$ cat config.mk
export PLATFORM = sky130hd
export DESIGN_NAME = mem_stage_access
export DESIGN_NICKNAME = d
export VERILOG_FILES = /design/src/rtl/mem_stage_access.sv
export SDC_FILE = /design/constraint.sdc
export NUM_CORES = 1
export LEC_CHECK = 0
export ABC_AREA = 1
export BUFFER_PORTS_ARGS = -buffer_cell sky130_fd_sc_hd__clkbuf_2
export CORE_MARGIN = 8
export CORE_UTILIZATION = 30
export CTS_CLUSTER_SIZE = 10
export DETAILED_ROUTE_END_ITERATION = 10
export HOLD_SLACK_MARGIN = 0.08
export REMOVE_ABC_BUFFERS = 1
export SETUP_SLACK_MARGIN = 0.5
export SLEW_MARGIN = 5
export SYNTH_ARGS = -nofsm -noshare
export SYNTH_HDL_FRONTEND = slang
export SYNTH_SLANG_ARGS = --single-unit
$ cat constraint.sdc
create_clock -name clk -period 8 [get_ports clk]
set_input_delay 0 -clock clk [delete_from_list [all_inputs] [get_ports clk]]
set_output_delay 0 -clock clk [all_outputs]
set_load 0.02 [all_outputs]
$ cat src/rtl/mem_stage_access.sv
// Memory stage: issues word accesses over a req/ack bus, stalls the pipeline
// while an access is outstanding, and loads the MEM/WB register for writeback.
module mem_stage_access #(
    parameter int unsigned WIDTH   = 32,
    parameter int unsigned TIMEOUT = 16
) (
    input  logic             clk,
    input  logic             reset,
    input  logic [WIDTH-1:0] ALUResultM,
    input  logic [WIDTH-1:0] WriteDataM,
    input  logic [3:0]       WA3M,
    input  logic             PCSrcM,
    input  logic             RegWriteM,
    input  logic             MemWriteM,
    input  logic             MemtoRegM,
    input  logic             bus_ack,
    input  logic [WIDTH-1:0] bus_rdata,
    output logic             bus_req,
    output logic             bus_we,
    output logic [WIDTH-1:0] bus_addr,
    output logic [WIDTH-1:0] bus_wdata,
    output logic             stallM,
    output logic             PCSrcW,
    output logic             RegWriteW,
    output logic             MemtoRegW,
    output logic [3:0]       WA3W,
    output logic [WIDTH-1:0] ALUOutW,
    output logic [WIDTH-1:0] ReadDataW,
    output logic             bus_err
);

    localparam int unsigned CW = $clog2(TIMEOUT) + 1;

    typedef enum logic [0:0] {StIdle, StBusy} state_t;

    state_t           r_state, w_state_d;
    logic [CW-1:0]    r_cnt, w_cnt_d;
    logic             r_bus_req, w_bus_req_d;
    logic             r_bus_we, w_bus_we_d;
    logic [WIDTH-1:0] r_bus_addr, w_bus_addr_d;
    logic [WIDTH-1:0] r_bus_wdata, w_bus_wdata_d;
    logic             r_err, w_err_d;

    logic             w_memop;
    logic             w_misaligned;
    logic             w_idle;
    logic             w_busy;
    logic             w_timeout_hit;
    logic             w_start;
    logic             w_abort;
    logic             w_stall;
    logic             w_bubble;
    logic             w_is_read;

    // Decode the incoming instruction and the access-progress conditions
    always_comb begin
        w_memop       = MemWriteM | MemtoRegM;
        w_misaligned  = w_memop & (ALUResultM[1:0] != 2'b00);
        w_idle        = (r_state == StIdle);
        w_busy        = (r_state == StBusy);
        w_timeout_hit = w_busy & (r_cnt == CW'(TIMEOUT - 1));
        w_start       = w_idle & w_memop & ~w_misaligned;
        // An ack on the limit cycle wins over the timeout
        w_abort       = w_timeout_hit & ~bus_ack;
        w_stall       = w_start | (w_busy & ~bus_ack & ~w_timeout_hit);
        w_bubble      = (w_idle & w_misaligned) | w_abort;
        // Both store and load set counts as a store
        w_is_read     = MemtoRegM & ~MemWriteM;
    end

    // Next-state logic for the access FSM and the registered bus interface
    always_comb begin
        w_state_d     = r_state;
        w_cnt_d       = r_cnt;
        w_bus_req_d   = r_bus_req;
        w_bus_we_d    = r_bus_we;
        w_bus_addr_d  = r_bus_addr;
        w_bus_wdata_d = r_bus_wdata;
        w_err_d       = r_err | w_bubble;
        unique case (r_state)
            StIdle: begin
                if (w_start) begin
                    w_state_d     = StBusy;
                    w_cnt_d       = '0;
                    w_bus_req_d   = 1'b1;
                    w_bus_we_d    = MemWriteM;
                    w_bus_addr_d  = {ALUResultM[WIDTH-1:2], 2'b00};
                    w_bus_wdata_d = WriteDataM;
                end
            end
            StBusy: begin
                if (bus_ack || w_timeout_hit) begin
                    w_state_d   = StIdle;
                    w_cnt_d     = '0;
                    w_bus_req_d = 1'b0;
                end else begin
                    w_cnt_d = r_cnt + CW'(1);
                end
            end
            default: begin
                w_state_d   = StIdle;
                w_cnt_d     = '0;
                w_bus_req_d = 1'b0;
            end
        endcase
    end

    // FSM state, counter, bus request registers and sticky error
    always_ff @(posedge clk or posedge reset) begin
        if (reset) begin
            r_state     <= StIdle;
            r_cnt       <= '0;
            r_bus_req   <= 1'b0;
            r_bus_we    <= 1'b0;
            r_bus_addr  <= '0;
            r_bus_wdata <= '0;
            r_err       <= 1'b0;
        end else begin
            r_state     <= w_state_d;
            r_cnt       <= w_cnt_d;
            r_bus_req   <= w_bus_req_d;
            r_bus_we    <= w_bus_we_d;
            r_bus_addr  <= w_bus_addr_d;
            r_bus_wdata <= w_bus_wdata_d;
            r_err       <= w_err_d;
        end
    end

    // MEM/WB register: bubble while stalled, bubble on aborted retire, else pass through
    always_ff @(posedge clk or posedge reset) begin
        if (reset) begin
            PCSrcW    <= 1'b0;
            RegWriteW <= 1'b0;
            MemtoRegW <= 1'b0;
            WA3W      <= '0;
            ALUOutW   <= '0;
            ReadDataW <= '0;
        end else if (w_stall) begin
            PCSrcW    <= 1'b0;
            RegWriteW <= 1'b0;
            MemtoRegW <= 1'b0;
        end else if (w_bubble) begin
            PCSrcW    <= 1'b0;
            RegWriteW <= 1'b0;
            MemtoRegW <= 1'b0;
            WA3W      <= WA3M;
            ALUOutW   <= ALUResultM;
            ReadDataW <= '0;
        end else begin
            PCSrcW    <= PCSrcM;
            RegWriteW <= RegWriteM;
            MemtoRegW <= MemtoRegM;
            WA3W      <= WA3M;
            ALUOutW   <= ALUResultM;
            ReadDataW <= w_is_read ? bus_rdata : '0;
        end
    end

    // Stall is masked by reset so the pipeline is released immediately
    assign stallM    = w_stall & ~reset;
    assign bus_req   = r_bus_req;
    assign bus_we    = r_bus_we;
    assign bus_addr  = r_bus_addr;
    assign bus_wdata = r_bus_wdata;
    assign bus_err   = r_err;

endmodule

Word-level counts from Yosys, hierarchy flattened

Index checks and enable logic that the tools add are counted.
Widths: inputs -> output; s select.

Div/mod/pow operators: 0
Add/sub/neg operators: 1
Shifts and indexed selects: 0
Reduce and logical (&&, ||, !) cells: 4
Equal/unequal tests: 3
Bitwise logic cells: 20
Muxes and demuxes: 17
Magnitude comparators: 0
Multipliers: 0

Operator list:

| cell                | count |
|---|---|
| $mux 32             | 2 |
| $and 1x1->1         | 10 |
| $mux 1              | 10 |
| $mux 5              | 2 |
| $pmux 5 s2          | 1 |
| $not 1->1           | 6 |
| $add 5x1->5 const B | 1 |
| $eq 5x4->1 const B  | 1 |
| $ne 2x1->1 const B  | 2 |
| $or 1x1->1          | 4 |
| $pmux 1 s2          | 2 |
| $reduce_and 2->1    | 2 |
| $reduce_bool 2->1   | 1 |
| $logic_or 1x1->1    | 1 |

Memories kept: 0
Latch bits: 0
ROM bits: 0
Word-level logic and storage cells: 58
Input port bits: 107
Register bits: 142
Memory bits (writable): 0
Output and inout bits: 139

Longest topological paths before layout

Gate-level depths: netlist (run 1).

Word-level depth: 6
Mapped depth: 11
Gate-level depth less buffers: 9

Worst setup path after synthesis (run 1)

No wires, ideal clock.

Path kind: register to register
Start point: register r_cnt[0]
End point: register ReadDataW[0]
Path slack: 6.206 ns
Stages on the path, launching flop included: 12
Data arrival time: 1.720 ns
Buffers on the path: 2
Cells stage by stage: dfrtp_1 > ha_1 > nand2_1 > nor2_1 > ha_1 > a21oi_4 > nand2_4 > nand2_8 > buf_12 > buf_12 > nand2_2 > o21ai_2

Longest elaborated chain between the ends: 5
Elaborated cells on any way between the ends: 8
Classes of those cells: eq/ne (1); mux (1); bitwise (6)

Ends and longest elaborated chain:

| element                                   | RTL line | text |
|---|---|---|
| start: declaration                        | 37       | `logic [CW-1:0] r_cnt, w_cnt_d;` |
| start signal: assignment                  | 120      | `r_cnt <= w_cnt_d;` |
| $eq 5x4->1 *                              | 61       | `w_timeout_hit = w_busy & (r_cnt == CW'(TIMEOUT - 1));` |
| $and 1x1->1 *                             | 61       |  |
| $and 1x1->1 or $not 1->1 (tied branches)  | 64, 65   |  |
| $or 1x1->1 or $and 1x1->1 (tied branches) | 66, 65   |  |
| $mux 32 or $or 1x1->1 (tied branches)     | 142, 65  |  |
| end signal: assignment                    | 155      | `ReadDataW <= w_is_read ? bus_rdata : '0;` |
| end: declaration                          | 28       | `output logic [WIDTH-1:0] ReadDataW,` |

Mark *: on every way between the ends. The rest lies on a longest branch, timed or not.
A chain may end at the register's enable or synchronous reset.

Final worst setup path (run 1)

Start point: register r_cnt[0]
End point: register ReadDataW[31]

Same word-level chain as after synthesis.

==> results of run 1 <==
[Yosys cell counts (all sizes together)]
master	count	area (sq um)
inv	102	385
nor3	1	5.00
o21ai	130	763
nand2	146	647
ha	2	25.0
dfrtp	142	3550
o22ai	1	6.26
or2	2	12.5
a21oi	2	21.3
nand3	45	238
clkbuf	17	63.8
nand4	2	12.5
nor2	36	135
conb	1	3.75
buf	23	203
nand3b	1	11.3
mux2i	1	10.0
[power by group through the flow]
stage / combinational (mW) / sequential (mW) / clock (mW)
2_1_floorplan: 0.139 / 1.02 / 0
3_3_place_gp: 0.452 / 0.892 / 0
3_5_place_dp: 0.457 / 0.895 / 0
4_1_cts: 0.501 / 0.883 / 0.783
5_1_grt: 0.544 / 0.898 / 0.812
6_report: 0.494 / 0.884 / 0.753
[flip-flops by register name, indices dropped and copies added (netlist names)]
| signal | count |
|---|---|
| bus_req | 1 |
| r_state | 1 |
| WA3W | 4 |
| bus_wdata | 32 |
| ALUOutW | 32 |
| r_cnt | 5 |
| bus_err | 1 |
| RegWriteW | 1 |
| bus_addr | 30 |
| PCSrcW | 1 |
| ReadDataW | 32 |
| bus_we | 1 |
| MemtoRegW | 1 |
[worst max-delay path, stage by stage, from the launching register on]
cell     delay (ps)
dfrtp_1         420
ha_1            230
nand2_1          80
nor2_1           50
ha_1            230
a21oi_4         240
nand2_4         140
nand2_8         650
o21ai_0         230
[area by class of cell]
type                    count  share of cell area
inverters                 102              0.0430
well taps                 270              0.0372
clock inverters            14              0.0135
flip-flops and latches    142               0.391
repair buffers            356               0.258
multi-input cells         371               0.209
clock buffers              18              0.0484
[path summary, 6_finish.rpt]
path / startpoint / slack [ps] / to / depth (start not counted)
setup / recovery: r_cnt[0]$_DFFE_PP0P_ / 5430 / ReadDataW[31]$_DFFE_PP0N_ / 8
hold reg to reg: WA3W[2]$_DFFE_PP0N_ / 480 / WA3W[2]$_DFFE_PP0N_ / 2
max in group asynchronous: reset / 6440 / ALUOutW[28]$_DFFE_PP0N_ / 4
min in group clk: WriteDataM[26] / 350 / bus_wdata[26]$_DFFE_PP0P_ / 4
hold / removal: reset / 320 / MemtoRegW$_DFF_PP0_ / 3
setup reg to reg: r_cnt[0]$_DFFE_PP0P_ / 5430 / ReadDataW[31]$_DFFE_PP0N_ / 8
[cells in the final DEF (no fill, tap or decap), drive strengths merged]
master,netlist,routed
dlygate4sd3,0,110
o21ai,130,130
o22ai,1,1
nor2,36,36
buf,23,3
or2,2,2
ha,2,2
clkbuf,17,261
a21oi,2,2
nand3b,1,1
conb,1,2
nand3,45,45
mux2i,1,1
nand2,146,146
clkinvlp,0,4
inv,102,109
dfrtp,142,142
clkinv,0,3
nand4,2,2
nor3,1,1
[through the flow]
step                      total power [mW]   util
after floorplan                       1.16      -
after global placement                1.34  0.369
after detailed placement              1.35  0.369
after CTS                             2.17  0.452
after global routing                  2.25  0.452
final                                 2.13  0.452
[kinds of logic (layout without fill, tap and decap cells)]
group                    Yosys count  count (layout)  share of synthesized area
multiplexers                       1               1                    0.00164
buffers and inverters            142             490                      0.107
AND/OR/NAND/NOR                  233             233                      0.174
other                              1               2                   0.000615
flip-flops                       142             142                      0.583
AO/OA/AOI/OAI                    133             133                      0.130
adder cells (fa/ha/maj)            2               2                    0.00410
[routing by layer]
metal	share of wire	up-vias
met5	0	-
met4	0.015	0
met3	0.096	19
met2	0.46	183
met1	0.43	2448
li1	-	2715
==> flow_summary_export.csv, run 1 <==
group,metric,value,unit
timing,setup_viol,0,
yosys,syn_area_per_cell,9.32,sq um
pwr,p_leak,4.83,nW
clock_network,htree_levels,4,
final_layout,final_layout_size_suffix_gt1_frac,0.346,
clock_network,cts.sinks,142,
drt,routed_wl,17800,um
placed_design,io_buffers,243,
grt,first_global_vias,5542,
yosys,ys_types,28,
floorplanning,die_x,159,um
final_layout,n_antenna_cell,0,
grt,grt_pass1_wl,28300,um
timing,finalSetupTns,0,ps
timing,fin_crit,2570,ps
pwr,cellPowerDensity,235,nW/um^2
placed_design,preCtsSetupSlack,5470,ps
floorplanning,die-height,159,um
critical_path,worstSetupPathType,"flip-flop to flip-flop",
drt,drtIter0Drc,376,
pwr,seq_power_share,0.415,
timing,slew_headroom,0.229,
yosys,yosysSeqAreaShare,0.583,
drt,routed-via-count,5365,
flow_run,max_cap_violations,0,
timing,rsz0062_at_grt,"no",
final_layout,syn2layout_area_growth,48.9,%
pwr,irDropWorstVdd,0.000132,V
timing,hold_slack,324,ps
clock_network,cts_tree,"built",
pwr,intPower,1.41,mW
floorplanning,rows,52,
grt,grt_most_used_layer,"met2",
final_layout,multi_input_area,1890,sq um
timing,maxSlewViolCount,0,
clock_network,clk_pin_slew,60,ps
floorplanning,start_util,0.303,
run_status,status,"finished clean",
final_layout,fill_cells,1897,
final_layout,regArea,3550,sq um
clock_network,clockBufferDepth,2,
timing,hold_viol,0,
timing,tightestPinTransition,1150,ps
timing,max_freq,390,MHz
floorplanning,dieArea,25100,sq um
pwr,combPwrFrac,0.232,
grt,track_usage,0.142,
grt,gr-usage-met1,0.178,
critical_path,startpoint_type,"flip-flop",
timing,postLayoutSetupSlackWorst,5430,ps
timing,min_period_over_period,0.321,
clock_network,ctsResizeCount,0,
critical_path,crit_required,8250,ps
drt,viasPerCell,4.21,
final_layout,design_area,9080,sq um
critical_path,end_kind,"flip-flop",
floorplanning,coreArea,20100,sq um
clock_network,postCtsSetupBuffers,0,
pwr,switching_power,0.718,mW
pwr,pwr-share-clk,0.353,
final_layout,nets,1099,
clock_network,clockRootBuffer,"clkbuf_16",
yosys,synthesis.area,6100,sq um
floorplanning,io_pins,246,
worst_hold_path,min_path_type,"primary input to async pin",
grt,grt-ovfl-total,0,
grt,use_met3,0.0489,
critical_path,path_max_fanout,136,
grt,use_met2,0.226,
drt,drcViolationCount,0,
final_layout,final_cells,1273,
grt,grt_antenna_before_repair,0,
grt,grt_max_degree,137,
yosys,synth-seq-cells,142,
pwr,sw_frac_of_total,0.337,
drt,drtPass1Iterations,4,
clock_network,cts_hold_buffers,110,
yosys,netlist_instances,654,
placed_design,dpl-instance-area,7410,sq um
placed_design,gp_congestion,0.734,
drt,ant_nets,0,
clock_network,cts_made_buffers,17,
timing,finClkSkew,11.3,ps
placed_design,dp_hpwl,11600,um
yosys,yosysWarnings,0,
placed_design,dpl.cell_count,1131,
drt,post_drt_wl_per_cell,14.0,um
critical_path,critPathArrivalTime,2820,ps
clock_network,insertion_delay,420,ps
(Power assumes the default switching activity.)
==> run 2: changes to the inputs <==
ABC_AREA = 0   (was 1)
clock period = 2.3 ns   (was 8 ns; I/O delays follow)
==> run 2 against run 1 <==
Die area is 10% lower. Via count shrank 20%. Cell area fell by 0.92%. Largest cell class unchanged. Synthesized cell count fell by 49%. Highest routed layer unchanged. First-iteration DRC count is 70% lower. Critical path type unchanged.
==> flow_summary_export.csv, run 2 <==
group,metric,value,unit
floorplanning,io_pins,246,
run_status,status,"finished clean",
critical_path,worstSetupPathType,"flip-flop to flip-flop",
critical_path,reg2reg_from,"r_cnt[0]$_DFFE_PP0P_",
timing,finClkSkew,8.64,ps
critical_path,path_max_fanout,7,
final_layout,final_layout_size_suffix_gt1_frac,0.538,
final_layout,layout_common_cells,"clkbuf_2, dfrtp_1, dlygate4sd3_1",
drt,drtPass1Iterations,4,
critical_path,regToRegEndpoint,"ReadDataW[26]$_DFFE_PP0N_",
yosys,yosysWarnings,0,
final_layout,nets,825,
flow_run,max_cap_violations,0,
yosys,synthesis.area,5400,sq um
floorplanning,die-height,150,um
drt,ant_nets,0,
timing,finalSetupTns,0,ps
yosys,yosysSeqAreaShare,0.658,
placed_design,io_buffers,243,
timing,fin_crit,2250,ps
grt,grt_max_degree,74,
placed_design,preCtsSetupSlack,25.2,ps
critical_path,end_kind,"flip-flop",
yosys,ys_types,30,
clock_network,cts_made_buffers,17,
timing,min_period_over_period,0.977,
timing,postLayoutSetupSlackWorst,53.2,ps
placed_design,dp_hpwl,10500,um
grt,grt-ovfl-total,0,
placed_design,gp_congestion,0.747,
drt,routed-via-count,4266,
yosys,synth_top_area_frac,0.658,
pwr,p_leak,4.42,nW
timing,setup_viol,0,
yosys,syn_area_per_cell,16.3,sq um
floorplanning,dieArea,22500,sq um
clock_network,htree_levels,4,
final_layout,syn2layout_area_growth,66.5,%
timing,rsz0062_at_grt,"yes",
critical_path,crit_required,2640,ps
floorplanning,start_util,0.303,
grt,grt_antenna_before_repair,0,
clock_network,clockRootBuffer,"clkbuf_16",
drt,post_drt_wl_per_cell,17.0,um
yosys,synth-main-ff-cell,"dfrtp_1",
timing,slew_headroom,0.520,
yosys,synth-edff-count,0,
clock_network,cts_tree,"built",
pwr,cellPowerDensity,868,nW/um^2
yosys,synthTopCellsByCount,"dfrtp_1, mux2_2, mux2_1",
grt,track_usage,0.142,
grt,grt_pass1_wl,25100,um
clock_network,clk_pin_slew,60,ps
pwr,total_power,7.81,mW
drt,drtIter0Drc,114,
yosys,synth.largest_area_cell,"dfrtp_1",
drt,routed_wl,16300,um
critical_path,crit_end,"ReadDataW[26]$_DFFE_PP0N_",
critical_path,reg2reg_depth,11,
floorplanning,die_x,150,um
critical_path,startpoint_type,"flip-flop",
critical_path,critPathArrivalTime,2590,ps
drt,viasPerCell,4.45,
clock_network,insertion_delay,410,ps
floorplanning,rows,49,
final_layout,fill_cells,1528,
yosys,yosysMostFrequentCell,"dfrtp_1",
worst_hold_path,min_path_type,"primary input to async pin",
yosys,synth-seq-cells,142,
clock_network,cts.sinks,142,
critical_path,reg2reg_setup_slack,50,ps
timing,max_freq,445,MHz
pwr,irDropWorstVdd,0.000465,V
critical_path,cp-startpoint,"r_cnt[0]$_DFFE_PP0P_",
final_layout,final_common_cell,"clkbuf_2",
final_layout,n_antenna_cell,0,
final_layout,multi_input_area,1750,sq um
yosys,netlist_instances,331,
timing,tightestPinTransition,719,ps
floorplanning,coreArea,17800,sq um
timing,maxSlewViolCount,0,
yosys,synth_area_leaders,"dfrtp_1, mux2_2, mux2_1",
final_layout,regArea,3550,sq um
clock_network,clockBufferDepth,2,
yosys,synthArstFlopShare,1.00,
grt,first_global_vias,4873,
drt,drcViolationCount,0,
timing,hold_viol,0,
==> run 2: how the worst min path moves through the flow <==
| stage | start | endpoint |
|---|---|---|
| 2_1_floorplan | ALUResultM[10] | ALUOutW[10]$_DFFE_PP0N_ |
| 3_3_place_gp | reset | ALUOutW[6]$_DFFE_PP0N_ |
| 3_5_place_dp | reset | bus_addr[10]$_DFFE_PP0P_ |
| 4_1_cts | reset | bus_addr[10]$_DFFE_PP0P_ |
| 5_1_grt | reset | bus_addr[10]$_DFFE_PP0P_ |
| 6_report | reset | bus_addr[10]$_DFFE_PP0P_ |
==> run 2: per-stage QoR <==
stage / hold WS (ps) / area, sq um / instances / utilization
finish: 98.5 / 8990 / 958 / 0.504
global route: 111 / 8990 / 958 / 0.504
CTS: 95.4 / 8860 / 953 / 0.497
detailed placement: -14.5 / 6850 / 793 / 0.384
global placement: -23.3 / 6850 / 793 / 0.384
floorplan: 132 / 5230 / 311 / -
==> run 2: what timing repair did <==
item,CTS,global route
pin swaps,2,8
cloned,5,1
setup buffers,14,4
hold buffers,109,0
hold endpoints to repair,280,0
gates resized for setup,23,21
endpoints found under the setup margin,73,78
==> run 2: report_power, final <==
part	internal [mW]	leakage, nW	switching [mW]
logic	0.873	2.37	0.999
registers	2.87	1.75	0.204
clock network	1.80	0.303	1.06
total	5.54	4.42	2.27
==> run 2: cell type report <==
class / instances / share of cell area
clock buffers: 20 / 0.0519
clock inverters: 12 / 0.0173
inverters: 3 / 0.00181
multi-input cells: 166 / 0.194
flip-flops and latches: 142 / 0.395
well taps: 229 / 0.0319
repair buffers: 386 / 0.308
==> run 2: cells by family (layout without fill, tap and decap cells) <==
logic type,after synthesis,count (layout),share of synthesized area
buffers and inverters,24,421,0.0341
AOI/OAI and AO/OA,46,46,0.0753
muxes,98,98,0.204
other,1,2,0.000694
and+or+nand+nor,18,18,0.0229
adders and majority gates,2,2,0.00463
DFF,142,142,0.658
==> run 2: worst max-delay path, cell delays in order (launching register included) <==
cell and delay [ps]:
dfrtp_1 380, ha_2 190, and3_4 180, ha_4 150, or3b_4 380, o31ai_4 110
buf_4 190, buf_12 100, buf_16 120, buf_8 120, buf_6 110, a22o_1 130
==> run 2: routing by layer <==
metal / vias up / routed length (um) / GRT usage
met3: 15 / 1500 / 0.0622
met4: 0 / 219 / 0.0465
met2: 179 / 7930 / 0.240
li1: 1975 / - / -
met5: - / 0 / 0
met1: 2097 / 6600 / 0.158
